## config.mk

```make
export PLATFORM = sky130hd
export DESIGN_NAME = alu_iter
export DESIGN_NICKNAME = d
export VERILOG_FILES = /design/src/rtl/alu_iter.sv
export SDC_FILE = /design/constraint.sdc
export NUM_CORES = 1
export LEC_CHECK = 0
export BUFFER_PORTS_ARGS = -buffer_cell sky130_fd_sc_hd__buf_4
export CORE_MARGIN = 2
export CORE_UTILIZATION = 35
export CTS_BUF_LIST = sky130_fd_sc_hd__clkbuf_4
export DETAILED_ROUTE_END_ITERATION = 8
export GPL_ROUTABILITY_DRIVEN = 0
export PLACE_DENSITY = 0.6
export SYNTH_ARGS = -nofsm -noshare
export SYNTH_HDL_FRONTEND = slang
export SYNTH_SLANG_ARGS = --single-unit
```

## constraint.sdc

```tcl
create_clock -name clk -period 8.1 [get_ports clk]
set_clock_uncertainty 0.2 [all_clocks]
set_input_delay 0.81 -clock clk [delete_from_list [all_inputs] [get_ports clk]]
set_output_delay 0.81 -clock clk [all_outputs]
set_load 0.01 [all_outputs]
```

## src/rtl/alu_iter.sv

```systemverilog
// RV32I register-register ALU with an iterative shifter and valid/ready handshakes on both sides.
// Optional build macro ALU_ITER_SLT_EN enables SLT/SLTU; when undefined those ops return 0.
module alu_iter #(
  parameter int XLEN       = 32,
  parameter int SHIFT_STEP = 1
) (
  input  logic            clk,
  input  logic            rst_n,
  input  logic            in_valid,
  output logic            in_ready,
  input  logic [2:0]      funct3,
  input  logic [6:0]      funct7,
  input  logic [XLEN-1:0] rs1,
  input  logic [XLEN-1:0] rs2,
  output logic            out_valid,
  input  logic            out_ready,
  output logic [XLEN-1:0] rd,
  output logic            z,
  output logic            busy
);

  localparam int SHW = $clog2(XLEN);
  localparam logic [SHW:0] STEP = (SHW+1)'(SHIFT_STEP);

  localparam logic [0:0] IDLE  = 1'b0;
  localparam logic [0:0] SHIFT = 1'b1;

  logic [0:0]      state;
  logic [XLEN-1:0] work;
  logic [SHW-1:0]  rem;
  logic            op_left;
  logic            op_arith;

  logic            accept;
  logic            drain;
  logic            is_shift;
  logic [SHW-1:0]  shamt;
  logic [XLEN-1:0] alu_res;
  logic [SHW:0]    s_step;
  logic [SHW-1:0]  rem_nxt;
  logic [XLEN-1:0] work_nxt;
  logic            unused_funct7;

  function automatic logic [XLEN-1:0] shift_by(input logic [XLEN-1:0] v,
                                               input logic [SHW:0]    s,
                                               input logic            left,
                                               input logic            arith);
    logic signed [XLEN-1:0] sv;
    logic signed [XLEN-1:0] sr;
    sv = v;
    sr = sv >>> s;
    if (left)       return v << s;
    else if (arith) return sr;
    else            return v >> s;
  endfunction

  assign unused_funct7 = ^{funct7[6], funct7[4:0]};

  assign in_ready = (state == IDLE) && (!out_valid || out_ready);
  assign accept   = in_valid && in_ready;
  assign drain    = out_valid && out_ready;
  assign busy     = (state == SHIFT);
  assign is_shift = (funct3[1:0] == 2'b01);
  assign shamt    = rs2[SHW-1:0];

`ifdef ALU_ITER_SLT_EN
  logic signed [XLEN-1:0] rs1_s;
  logic signed [XLEN-1:0] rs2_s;
  logic                   lt_s;
  logic                   lt_u;
  assign rs1_s = rs1;
  assign rs2_s = rs2;
  assign lt_s  = rs1_s < rs2_s;
  assign lt_u  = rs1 < rs2;
`endif

  // Single-cycle path: shifts only reach here with shamt=0, so rs1 passes through.
  always_comb begin
    alu_res = '0;
    case (funct3)
      3'b000:         alu_res = funct7[5] ? (rs1 - rs2) : (rs1 + rs2);
      3'b001, 3'b101: alu_res = rs1;
`ifdef ALU_ITER_SLT_EN
      3'b010:         alu_res = {{(XLEN-1){1'b0}}, lt_s};
      3'b011:         alu_res = {{(XLEN-1){1'b0}}, lt_u};
`endif
      3'b100:         alu_res = rs1 ^ rs2;
      3'b110:         alu_res = rs1 | rs2;
      3'b111:         alu_res = rs1 & rs2;
      default:        alu_res = '0;
    endcase
  end

  // Iterative shift step: move min(SHIFT_STEP, rem) positions.
  assign s_step   = ({1'b0, rem} < STEP) ? {1'b0, rem} : STEP;
  assign rem_nxt  = rem - s_step[SHW-1:0];
  assign work_nxt = shift_by(work, s_step, op_left, op_arith);

  always_ff @(posedge clk or negedge rst_n) begin
    if (!rst_n) begin
      state     <= IDLE;
      out_valid <= 1'b0;
      rd        <= '0;
      z         <= 1'b1;
      rem       <= '0;
    end else begin
      if (drain) out_valid <= 1'b0;
      case (state)
        IDLE: begin
          if (accept) begin
            if (is_shift && (shamt != '0)) begin
              state <= SHIFT;
              rem   <= shamt;
            end else begin
              rd        <= alu_res;
              z         <= (alu_res == '0);
              out_valid <= 1'b1;
            end
          end
        end
        SHIFT: begin
          rem <= rem_nxt;
          if (rem_nxt == '0) begin
            rd        <= work_nxt;
            z         <= (work_nxt == '0);
            out_valid <= 1'b1;
            state     <= IDLE;
          end
        end
        default: state <= IDLE;
      endcase
    end
  end

  // Shifter datapath carries no reset; it is reloaded on every shift accept.
  always_ff @(posedge clk) begin
    if ((state == IDLE) && accept && is_shift) begin
      work     <= rs1;
      op_left  <= ~funct3[2];
      op_arith <= funct7[5];
    end else if (state == SHIFT) begin
      work <= work_nxt;
    end
  end

endmodule

```

==> impl_metrics.sql, run 1 <==
INSERT INTO impl_metrics (metric_group, metric, value, unit) VALUES
('sta', 'setup-violations-final', '0', ''),
('critical_path', 'crit_path_max_incr_delay', '0.61', 'ns'),
('place', 'place_area', '9640', 'um2'),
('drt', 'maxUsedRoutingLayer', 'met4', ''),
('floorplan', 'rows', '57', ''),
('cells_and_area', 'areaGrowthSynthToFinish', '14.0', '%'),
('logic_synthesis', 'synth_ff_type', 'sky130_fd_sc_hd__dfrtp_1', ''),
('sta', 'post_route_setup_slack', '3.02', 'ns'),
('critical_path', 'cp_common_cell', 'sky130_fd_sc_hd__and3_1', ''),
('power_and_ir_drop', 'power_density', '242', 'nW/um2'),
('global_route', 'grt_remaining_overflow', '0', ''),
('critical_path', 'cp-end-kind', 'flop', ''),
('critical_path', 'setup.worst_path.start_class', 'input pin', ''),
('floorplan', 'dieArea', '25800', 'um2'),
('floorplan', 'die_height', '161', 'um'),
('floorplan', 'core', '24200', 'um2'),
('critical_path', 'crit_type', 'in -> reg', ''),
('sta', 'rsz0062_at_grt', 'false', ''),
('logic_synthesis', 'syn_inst', '1097', ''),
('global_route', 'grt_pass1_vias', '7989', ''),
('global_route', 'grt_antenna_before_repair', '1', ''),
('critical_path', 'cp_cell_sequence', 'buf_4 > nor4_2 > and2_1 > and3_1 > and3_1 > nor2_1 > xnor2_1 > ha_1 > nand2_1 > or3_1 > o31ai_1 > xor2_1 > a221oi_1 > mux2i_1 > mux2_2', ''),
('clocking', 'clkTransAtPathRegs', '0.13', 'ns'),
('cells_and_area', 'most_frequent_standard_cell_in_the_layout_excluding_fill_and_tap_cells', 'sky130_fd_sc_hd__buf_4', ''),
('logic_synthesis', 'ys_ff_latch', '74', ''),
('critical_path', 'cp_num_buf_inv', '1', ''),
('place', 'post-place-cells', '1478', ''),
('critical_path', 'cpMaxStageDelayCell', 'sky130_fd_sc_hd__a221oi_1', ''),
('power_and_ir_drop', 'power.static_leakage', '4.32', 'nW'),
('clocking', 'cts-root-buf', 'sky130_fd_sc_hd__clkbuf_4', ''),
('cells_and_area', 'fill_cells', '2505', ''),
('drt', 'route.final.wire_length', '28800', 'um'),
('logic_synthesis', 'synth_sequential_area_ratio', '23.6', '%'),
('cells_and_area', 'finalNonFillerCells', '1495', ''),
('global_route', 'largest_net_degree_at_the_start_of_global_routing', '59', ''),
('logic_synthesis', 'synth-edff-count', '34', ''),
('run', 'max-cap-violations', '0', ''),
('drt', 'routed-wl-met3', '1600', 'um'),
('sta', 'max_freq', '197', 'MHz'),
('clocking', 'post_cts.repair.setup_buffers', '0', ''),
('drt', 'dr_wl_met2', '13200', 'um'),
('sta', 'max_slew.worst_pin.slew', '0.894', 'ns'),
('power_and_ir_drop', 'worst_ir_drop_vdd', '0.0933', 'mV'),
('critical_path', 'worst-path-max-fanout', '5', ''),
('place', 'place_ws', '2.70', 'ns'),
('clocking', 'ctsResizeCount', '0', ''),
('global_route', 'globalRouteTotalUtil', '22.3', '%'),
('critical_path', 'worstSetupStartpoint', 'rs2[4]', ''),
('cells_and_area', 'area.sequential', '2020', 'um2'),
('clocking', 'clock_tree.htree_level_count', '3', ''),
('logic_synthesis', 'synth.distinct_cells', '73', ''),
('sta', 'timing.max_slew.rel_slack', '40.1', '%'),
('clocking', 'cts.path.max_buffers', '2', ''),
('critical_path', 'cp.required', '8.25', 'ns'),
('clocking', 'cts_inserted_buffers', '9', ''),
('global_route', 'grt_pass1_wl', '45400', 'um'),
('drt', 'wl_met1', '13300', 'um'),
('run_status', 'outcome', 'finished, final reports clean', ''),
('logic_synthesis', 'yosys_warnings', '0', ''),
('floorplan', 'die_x', '161', 'um'),
('drt', 'vias', '8448', ''),
('clocking', 'clock_insertion_delay_worst_skew', '0.45', 'ns'),
('sta', 'holdWs', '0.115', 'ns'),
('sta', 'final-hold-violation-count', '0', ''),
('critical_path', 'worst_path_dominant_cell_family', 'simple AND/OR/NAND/NOR gates', ''),
('sta', 'totalNegativeSetupSlack', '0', 'ns'),
('cells_and_area', 'commonest_non_fill_non_tap_cells_in_the_layout', 'sky130_fd_sc_hd__buf_4 (118), sky130_fd_sc_hd__a21oi_1 (105), sky130_fd_sc_hd__nor2_1 (103)', ''),
('logic_synthesis', 'syn-cell-area', '8580', 'um2'),
('drt', 'number_of_design_rule_violations_left_after_detail_routing', '0', ''),
('cells_and_area', 'final_layout_size_suffix_gt1_share', '14.5', '%'),
('logic_synthesis', 'synthArstFlopShare', '54.1', '%');
through the flow:
stage	power, mW	utilization [%]
final	2.37	40.4
after global routing	2.55	40.4
after CTS	2.36	40.4
after detailed placement	2.13	39.9
after global placement	2.11	39.9
after floorplan	1.63	-
cell type report:
type                    instances  area share [%]
clock buffers                  10           0.768
inverters                      91            3.49
flip-flops and latches         74            20.7
clock inverters                 6           0.589
diodes                          1          0.0256
well taps                     324            4.15
multi-input cells             871            61.2
repair buffers                118            9.06
logic make-up after synthesis:
family,count (synthesis),share of synthesized area (%)
xor+xnor,51,5.21
fa+ha+maj,99,14.5
flops,74,23.6
buf+inv,152,6.93
compound gates,355,26.1
mux,64,7.74
simple gates,302,15.9
synthesized netlist by cell type (3+ instances only):
master,instances,area [um2]
sky130_fd_sc_hd__and3_1,13,81.3
sky130_fd_sc_hd__o21ai_0,88,440
sky130_fd_sc_hd__nor3_1,21,105
sky130_fd_sc_hd__o21ai_1,7,35.0
sky130_fd_sc_hd__clkbuf_1,35,131
sky130_fd_sc_hd__a31oi_1,25,156
sky130_fd_sc_hd__nand2_1,96,360
sky130_fd_sc_hd__o21bai_1,4,30.0
sky130_fd_sc_hd__a211oi_1,10,75.1
sky130_fd_sc_hd__o21a_1,4,30.0
sky130_fd_sc_hd__o31ai_1,5,37.5
sky130_fd_sc_hd__a41oi_1,3,26.3
sky130_fd_sc_hd__nand3_1,17,85.1
sky130_fd_sc_hd__a21o_1,9,67.6
sky130_fd_sc_hd__a222oi_1,6,60.1
sky130_fd_sc_hd__and2_1,5,31.3
sky130_fd_sc_hd__o22ai_1,10,62.6
sky130_fd_sc_hd__o211ai_1,13,97.6
sky130_fd_sc_hd__mux2_2,19,214
sky130_fd_sc_hd__o32ai_1,5,43.8
sky130_fd_sc_hd__nand4_1,15,93.8
sky130_fd_sc_hd__xor2_1,11,96.3
sky130_fd_sc_hd__dfrtp_1,39,976
sky130_fd_sc_hd__nand2b_1,9,56.3
sky130_fd_sc_hd__o221ai_1,5,43.8
sky130_fd_sc_hd__a221oi_1,11,96.3
sky130_fd_sc_hd__a21oi_1,105,526
sky130_fd_sc_hd__nor2_1,104,390
sky130_fd_sc_hd__inv_1,90,338
sky130_fd_sc_hd__edfxtp_1,34,1020
sky130_fd_sc_hd__nor4_1,4,25.0
sky130_fd_sc_hd__or3_1,6,37.5
sky130_fd_sc_hd__buf_2,19,95.1
sky130_fd_sc_hd__a22oi_1,6,45.0
sky130_fd_sc_hd__a22o_1,3,26.3
sky130_fd_sc_hd__mux2i_1,45,450
sky130_fd_sc_hd__xnor2_1,40,350
sky130_fd_sc_hd__o22a_1,7,61.3
sky130_fd_sc_hd__ha_1,98,1230
sky130_fd_sc_hd__buf_1,7,26.3
state kept, by name (all words and copies together) (netlist names):
register and count:
op_left 1, work 32, out_valid 1, z 1, rem 5, op_arith 1
rd 32, busy 1
routing by layer:
metal | GRT usage, % | vias up
met5 | 0 | -
met4 | 6.27 | 0
met3 | 1.99 | 41
met2 | 36.0 | 266
met1 | 31.9 | 4024
li1 | - | 4117
path summary, 6_finish.rpt:
kind	to	slack, ns
max	rd[19]	3.02
min	rd[8]	0.12
max reg2reg	rd[26]	4.72
min reg2reg	rd[17]	0.32
max in group asynchronous	z	7.16
min in group clk	rd[17]	0.32
report_power, final:
group          internal [mW]  total [mW]  switching, mW
logic                  0.552        1.35          0.795
registers              0.633       0.789          0.156
clock network         0.0958       0.233          0.137
No activity file was read; power rests on OpenSTA's default activity.
==> inputs of run 2 (changes only) <==
==> constraint.sdc (replaced) <==
create_clock -name clk -period 5 [get_ports clk]
set_clock_uncertainty 0.2 [all_clocks]
set_input_delay 0.5 -clock clk [delete_from_list [all_inputs] [get_ports clk]]
set_output_delay 0.5 -clock clk [all_outputs]
set_load 0.01 [all_outputs]
==> impl_metrics.sql, run 2 (synthesis gave the netlist of run 1 again) <==
INSERT INTO impl_metrics (metric_group, metric, value, unit) VALUES
('power_and_ir_drop', 'pwr-share-clk', '8.4', '%'),
('power_and_ir_drop', 'power.share.combinational', '57.7', '%'),
('clocking', 'cts_inserted_buffers', '9', ''),
('drt', 'drc_violation_total_after_the_first_tritonroute_iteration', '876', ''),
('run', 'max-cap-violations', '0', ''),
('cells_and_area', 'commonest_non_fill_non_tap_cells_in_the_layout', 'sky130_fd_sc_hd__buf_4 (136), sky130_fd_sc_hd__a21oi_1 (105), sky130_fd_sc_hd__nor2_1 (103)', ''),
('global_route', 'globalRouteTotalUtil', '22.4', '%'),
('sta', 'timing.final.crit_share', '89.8', '%'),
('critical_path', 'crit_type', 'in -> reg', ''),
('power_and_ir_drop', 'power.static_leakage', '4.40', 'nW'),
('drt', 'number_of_detailed_routing_iterations_run_before_antenna_repair', '5', ''),
('clocking', 'clock_tree_from_tritoncts', 'built', ''),
('floorplan', 'rows', '57', ''),
('drt', 'vias', '8654', ''),
('power_and_ir_drop', 'power_density', '383', 'nW/um2'),
('clocking', 'clkTransAtPathRegs', '0.12', 'ns'),
('drt', 'post_dr_vias_cell', '5.72', ''),
('cells_and_area', 'largest_registers', 'rd: 32 flops, work: 32 flops, rem: 5 flops', ''),
('run_status', 'outcome', 'finished, final reports clean', ''),
('sta', 'finalWorstPathRequiredPeriod', '4.49', 'ns'),
('critical_path', 'critical_path_arrival', '4.62', 'ns'),
('sta', 'final-hold-violation-count', '0', ''),
('place', 'place_ws', '0.214', 'ns'),
('drt', 'drt-wirelength-per-cell', '19.2', 'um'),
('power_and_ir_drop', 'total_power', '3.79', 'mW'),
('floorplan', 'die_height', '161', 'um'),
('clocking', 'clock_insertion_delay_worst_skew', '0.44', 'ns'),
('power_and_ir_drop', 'switching_power', '1.74', 'mW'),
('sta', 'setup-violations-final', '0', ''),
('floorplan', 'boundaryPins', '114', ''),
('sta', 'post_route_setup_slack', '0.510', 'ns'),
('global_route', 'grt_pass1_wl', '45300', 'um'),
('global_route', 'grt_pass1_vias', '8007', ''),
('clocking', 'cts-root-buf', 'sky130_fd_sc_hd__clkbuf_4', ''),
('floorplan', 'floorplan.initialDensity', '35.5', '%'),
('sta', 'drv_slew', '0', ''),
('clocking', 'clock_tree.htree_level_count', '3', ''),
('sta', 'max_slew.worst_pin.slew', '1.07', 'ns'),
('power_and_ir_drop', 'p_int', '2.05', 'mW'),
('power_and_ir_drop', 'worst_ir_drop_vdd', '0.149', 'mV'),
('power_and_ir_drop', 'power.share.switching', '46.0', '%'),
('global_route', 'largest_net_degree_at_the_start_of_global_routing', '44', ''),
('place', 'detailed_place_hpwl', '23000', 'um'),
('critical_path', 'setup.worst_path.start_class', 'input pin', ''),
('cells_and_area', 'final_area', '9900', 'um2'),
('critical_path', 'worst-path-max-fanout', '5', ''),
('critical_path', 'cp-end-kind', 'flop', ''),
('place', 'place.port_buffers', '107', ''),
('sta', 'max_freq', '223', 'MHz'),
('critical_path', 'cp.required', '5.13', 'ns'),
('floorplan', 'core', '24200', 'um2'),
('clocking', 'clock_sinks', '74', ''),
('cells_and_area', 'final_layout_size_suffix_gt1_share', '15.6', '%'),
('drt', 'route.final.wire_length', '29000', 'um'),
('sta', 'totalNegativeSetupSlack', '0', 'ns'),
('power_and_ir_drop', 'sequentialPowerShare', '33.9', '%'),
('global_route', 'grt_remaining_overflow', '0', ''),
('sta', 'rsz0062_at_grt', 'false', ''),
('cells_and_area', 'areaGrowthSynthToFinish', '15.3', '%'),
('floorplan', 'die_x', '161', 'um'),
('drt', 'postRouteAntennaNets', '0', ''),
('min_path', 'hp-class', 'in -> reg', ''),
('global_route', 'grt_antenna_before_repair', '1', ''),
('floorplan', 'dieArea', '25800', 'um2'),
('place', 'place_area', '9780', 'um2'),
('drt', 'number_of_design_rule_violations_left_after_detail_routing', '0', ''),
('clocking', 'cts.path.max_buffers', '2', ''),
('sta', 'timing.max_slew.rel_slack', '28.4', '%'),
('cells_and_area', 'most_frequent_standard_cell_in_the_layout_excluding_fill_and_tap_cells', 'sky130_fd_sc_hd__buf_4', ''),
('cells_and_area', 'finalNetCount', '1361', '');
==> run 2: changes by cell type in the layout (fill, tap and decap cells not counted) <==
cell | previous run | this run
sky130_fd_sc_hd__clkinv_2 | 3 | 0
sky130_fd_sc_hd__dlygate4sd3_1 | 0 | 1
sky130_fd_sc_hd__clkinv_1 | 1 | 3
sky130_fd_sc_hd__inv_2 | 1 | 2
sky130_fd_sc_hd__clkinv_4 | 1 | 0
sky130_fd_sc_hd__inv_4 | 0 | 1
sky130_fd_sc_hd__buf_4 | 118 | 136
sky130_fd_sc_hd__bufinv_16 | 1 | 0
sky130_fd_sc_hd__clkbuf_4 | 10 | 11
==> run 2: final cells by class <==
| class | count | area (um2) |
|---|---|---|
| multi-input cells | 871 | 5990 |
| diodes | 1 | 2.50 |
| well taps | 324 | 405 |
| flip-flops and latches | 74 | 2020 |
| clock buffers | 11 | 82.6 |
| fillers | 2484 | 14300 |
| inverters | 91 | 342 |
| repair buffers | 137 | 1030 |
| clock inverters | 5 | 21.3 |
==> run 2: critical path, stage by stage <==
cell	delay, ns
sky130_fd_sc_hd__buf_4	0.14
sky130_fd_sc_hd__nor4_2	0.34
sky130_fd_sc_hd__and2_1	0.22
sky130_fd_sc_hd__and3_1	0.26
sky130_fd_sc_hd__and3_1	0.33
sky130_fd_sc_hd__nor2_1	0.09
sky130_fd_sc_hd__xnor2_1	0.13
sky130_fd_sc_hd__ha_1	0.37
sky130_fd_sc_hd__nand2_1	0.12
sky130_fd_sc_hd__or3_1	0.39
sky130_fd_sc_hd__o31ai_1	0.48
sky130_fd_sc_hd__a31oi_1	0.21
sky130_fd_sc_hd__o21ai_1	0.21
sky130_fd_sc_hd__mux2i_1	0.10
sky130_fd_sc_hd__a21oi_1	0.41
sky130_fd_sc_hd__mux2_2	0.25
sky130_fd_sc_hd__a21oi_1	0.06
==> run 2: repair_timing <==
action,CTS,global route
resized for setup,0,0
hold endpoints to repair,39,0
hold buffers,1,0
setup buffers,0,0
==> run 2: path summary, 6_finish.rpt <==
check	from	to	slack, ns	depth (start not counted)
max in group asynchronous	rst_n	z	3.83	2
max reg2reg	rem[3]	z	1.48	10
min reg2reg	rd[16]	rd[16]	0.32	1
min in group asynchronous	rst_n	rem[4]	0.36	2
max	rs2[4]	rd[25]	0.51	17
min	rs2[4]	rem[4]	0.16	3
==> run 2: stage by stage <==
stage	util, %	cells	hold slack [ns]
4_1_cts	40.9	1513	0.130
3_3_place_gp	40.4	1496	0.289
5_1_grt	40.9	1514	0.148
2_1_floorplan	-	1097	0.00441
3_5_place_dp	40.4	1496	0.299
6_report	40.9	1514	0.155
==> run 2: per-layer routing <==
| metal | share of wire, % | global-route usage, % | vias up |
|---|---|---|---|
| met4 | 1.8 | 5.86 | 0 |
| met5 | 0 | 0 | - |
| met3 | 6.7 | 1.96 | 30 |
| li1 | - | - | 4162 |
| met1 | 45 | 32.0 | 4165 |
| met2 | 46 | 36.3 | 297 |
==> run 2: power groups by stage <==
stage | logic (mW) | clock network [mW] | registers (mW)
after floorplan | 1.36 | 0 | 1.28
after global placement | 2.15 | 0 | 1.29
after detailed placement | 2.18 | 0 | 1.29
after CTS | 2.19 | 0.328 | 1.28
after global routing | 2.43 | 0.343 | 1.32
final | 2.19 | 0.319 | 1.28
==> inputs of run 3 (changes only) <==
--- a/config.mk
+++ b/config.mk
@@ -12,6 +12,7 @@
 export DETAILED_ROUTE_END_ITERATION = 8
 export GPL_ROUTABILITY_DRIVEN = 0
 export PLACE_DENSITY = 0.6
+export REMOVE_ABC_BUFFERS = 1
 export SYNTH_ARGS = -nofsm -noshare
 export SYNTH_HDL_FRONTEND = slang
 export SYNTH_SLANG_ARGS = --single-unit
==> impl_metrics.sql, run 3 (synthesis gave the netlist of run 1 again) <==
INSERT INTO impl_metrics (metric_group, metric, value, unit) VALUES
('critical_path', 'cpMaxStageDelayCell', 'sky130_fd_sc_hd__ha_1', ''),
('floorplan', 'rows', '57', ''),
('power_and_ir_drop', 'power_density', '394', 'nW/um2'),
('critical_path', 'worst-path-max-fanout', '7', ''),
('drt', 'number_of_design_rule_violations_left_after_detail_routing', '0', ''),
('drt', 'drt-wirelength-per-cell', '19.1', 'um'),
('cells_and_area', 'areaGrowthSynthToFinish', '17.0', '%'),
('global_route', 'globalRouteTotalUtil', '22.3', '%'),
('floorplan', 'die_x', '161', 'um'),
('critical_path', 'cp_num_buf_inv', '2', ''),
('drt', 'vias', '8511', ''),
('clocking', 'clock_tree.htree_level_count', '3', ''),
('power_and_ir_drop', 'total_power', '3.95', 'mW'),
('floorplan', 'core', '24200', 'um2'),
('clocking', 'post_cts.repair.setup_buffers', '0', ''),
('cells_and_area', 'largest_registers', 'rd: 32 flops, work: 32 flops, rem: 5 flops', ''),
('clocking', 'cts-root-buf', 'sky130_fd_sc_hd__clkbuf_4', ''),
('sta', 'rsz0062_at_grt', 'false', ''),
('floorplan', 'boundaryPins', '114', ''),
('cells_and_area', 'area.sequential', '2020', 'um2'),
('critical_path', 'crit_path_max_incr_delay', '0.38', 'ns'),
('floorplan', 'dieArea', '25800', 'um2'),
('floorplan', 'floorplan.initialDensity', '35.5', '%'),
('clocking', 'cts.path.max_buffers', '2', ''),
('global_route', 'largest_net_degree_at_the_start_of_global_routing', '62', ''),
('critical_path', 'critical_path_arrival', '4.52', 'ns'),
('drt', 'wl_met1', '12800', 'um'),
('global_route', 'grt_remaining_overflow', '0', ''),
('drt', 'route.final.wire_length', '29100', 'um'),
('global_route', 'grt_pass1_vias', '7943', ''),
('critical_path', 'cp_cell_sequence', 'buf_4 > nor4_2 > and2_1 > and3_1 > and3_1 > and3_1 > nor2_1 > xnor2_1 > ha_1 > nand2_1 > o211ai_1 > nor2_1 > o311a_1 > nor3_2 > buf_4 > xnor2_1 > o2111ai_1 > nor4_1 > nand3_1 > o21ai_1', ''),
('cells_and_area', 'commonest_non_fill_non_tap_cells_in_the_layout', 'sky130_fd_sc_hd__buf_4 (145), sky130_fd_sc_hd__a21oi_1 (105), sky130_fd_sc_hd__nor2_1 (104)', ''),
('power_and_ir_drop', 'power.share.combinational', '55.5', '%'),
('drt', 'maxUsedRoutingLayer', 'met4', ''),
('sta', 'totalNegativeSetupSlack', '0', 'ns'),
('sta', 'holdWs', '0.141', 'ns'),
('cells_and_area', 'most_frequent_standard_cell_in_the_layout_excluding_fill_and_tap_cells', 'sky130_fd_sc_hd__buf_4', ''),
('clocking', 'clock_sinks', '74', ''),
('drt', 'dr_wl_met2', '13500', 'um'),
('drt', 'drc_violation_total_after_the_first_tritonroute_iteration', '823', ''),
('critical_path', 'cp.required', '5.17', 'ns'),
('clocking', 'postCtsHoldBufs', '1', ''),
('place', 'place_area', '9840', 'um2'),
('power_and_ir_drop', 'p_int', '2.20', 'mW'),
('power_and_ir_drop', 'power.static_leakage', '4.48', 'nW'),
('critical_path', 'worst_path_dominant_cell_family', 'simple AND/OR/NAND/NOR gates', ''),
('clocking', 'clkTransAtPathRegs', '0.14', 'ns'),
('run_status', 'outcome', 'finished, final reports clean', ''),
('drt', 'number_of_detailed_routing_iterations_run_before_antenna_repair', '6', ''),
('place', 'place.port_buffers', '107', ''),
('floorplan', 'die_height', '161', 'um'),
('sta', 'setup-violations-final', '0', ''),
('critical_path', 'worstSetupPathDepth', '20', ''),
('power_and_ir_drop', 'pwr-share-clk', '12.0', '%'),
('cells_and_area', 'finalNetCount', '1370', ''),
('cells_and_area', 'finalNonFillerCells', '1523', ''),
('sta', 'timing.final.crit_share', '86.9', '%'),
('global_route', 'grt_pass1_wl', '44900', 'um'),
('place', 'post-place-cells', '1505', ''),
('power_and_ir_drop', 'worst_ir_drop_vdd', '0.168', 'mV'),
('sta', 'final-hold-violation-count', '0', ''),
('clocking', 'clock_insertion_delay_worst_skew', '0.45', 'ns'),
('cells_and_area', 'final_area', '10000', 'um2'),
('min_path', 'hp-class', 'in -> reg', ''),
('place', 'detailed_place_hpwl', '23100', 'um'),
('cells_and_area', 'final_layout_size_suffix_gt1_share', '16.3', '%'),
('critical_path', 'cp_common_cell', 'sky130_fd_sc_hd__and3_1', ''),
('power_and_ir_drop', 'switching_power', '1.75', 'mW'),
('drt', 'routed-wl-met3', '1760', 'um'),
('sta', 'max_slew.worst_pin.slew', '1.02', 'ns'),
('drt', 'post_dr_vias_cell', '5.59', ''),
('critical_path', 'cp-end-kind', 'flop', ''),
('critical_path', 'crit_type', 'in -> reg', ''),
('cells_and_area', 'multi_input_area', '5990', 'um2'),
('sta', 'drv_slew', '0', ''),
('cells_and_area', 'fill_cells', '2458', ''),
('critical_path', 'setup.worst_path.start_class', 'input pin', ''),
('sta', 'max_freq', '230', 'MHz'),
('sta', 'finalWorstPathRequiredPeriod', '4.35', 'ns'),
('sta', 'timing.max_slew.rel_slack', '31.9', '%'),
('critical_path', 'timing.reg2reg.worst_path_depth', '10', ''),
('min_path', 'holdPathStages', '3', ''),
('clocking', 'clock_tree_from_tritoncts', 'built', ''),
('clocking', 'cts_inserted_buffers', '9', ''),
('run', 'max-cap-violations', '0', ''),
('power_and_ir_drop', 'sequentialPowerShare', '32.5', '%'),
('global_route', 'grt_antenna_before_repair', '1', ''),
('drt', 'postRouteAntennaNets', '0', ''),
('clocking', 'ctsResizeCount', '0', ''),
('power_and_ir_drop', 'power.share.switching', '44.2', '%');
## run 3: metal layers
metal  track usage, %  up-vias
li1                 -     4182
met1             30.1     3971
met2             37.0      303
met3             2.43       55
met4             8.03        0
met5                0        -
## run 3: cell type report
cell class	count	share of cell area [%]
antenna	1	0.0249
multi-input combinational	871	59.6
timing repair buffer	146	10.9
inverter	91	3.40
sequential	74	20.2
clock inverter	6	1.05
tap	324	4.04
clock buffer	10	0.748
## run 3: path summary, 6_finish.rpt
check                           endpoint    from  slack (ns)
worst max-delay path                   z  rs2[4]        0.65
worst min-delay path              rem[4]  rs2[4]        0.14
worst max register to register         z  rem[2]        1.44
worst min register to register    rd[15]  rd[15]        0.32
max in group asynchronous              z   rst_n        3.84
min in group asynchronous          rd[8]   rst_n        0.35
## run 3: per-stage QoR
step / util, % / worst slack, ns
6_report: 41.5 / 0.655
3_3_place_gp: 40.7 / 0.248
2_1_floorplan: - / -0.382
5_1_grt: 41.5 / 0.307
4_1_cts: 41.5 / 0.682
3_5_place_dp: 40.7 / 0.229
## run 3: power by group through the flow
| stage | combinational, mW | sequential (mW) | clock (mW) |
|---|---|---|---|
| finish | 2.19 | 1.29 | 0.474 |
| global route | 2.43 | 1.33 | 0.500 |
| CTS | 2.19 | 1.28 | 0.483 |
| detailed placement | 2.18 | 1.30 | 0 |
| global placement | 2.14 | 1.29 | 0 |
| floorplan | 1.29 | 1.32 | 0 |
## run 3: worst register-to-register path, stage by stage (launching register included)
cell	delay, ns
sky130_fd_sc_hd__dfrtp_1	0.44
sky130_fd_sc_hd__or3_1	0.49
sky130_fd_sc_hd__nor3_4	0.81
sky130_fd_sc_hd__buf_4	0.39
sky130_fd_sc_hd__nor2_1	0.08
sky130_fd_sc_hd__a21oi_1	0.31
sky130_fd_sc_hd__nand4_1	0.22
sky130_fd_sc_hd__nor3_1	0.18
sky130_fd_sc_hd__nand4_1	0.10
sky130_fd_sc_hd__o22a_1	0.19
sky130_fd_sc_hd__o21ai_1	0.10
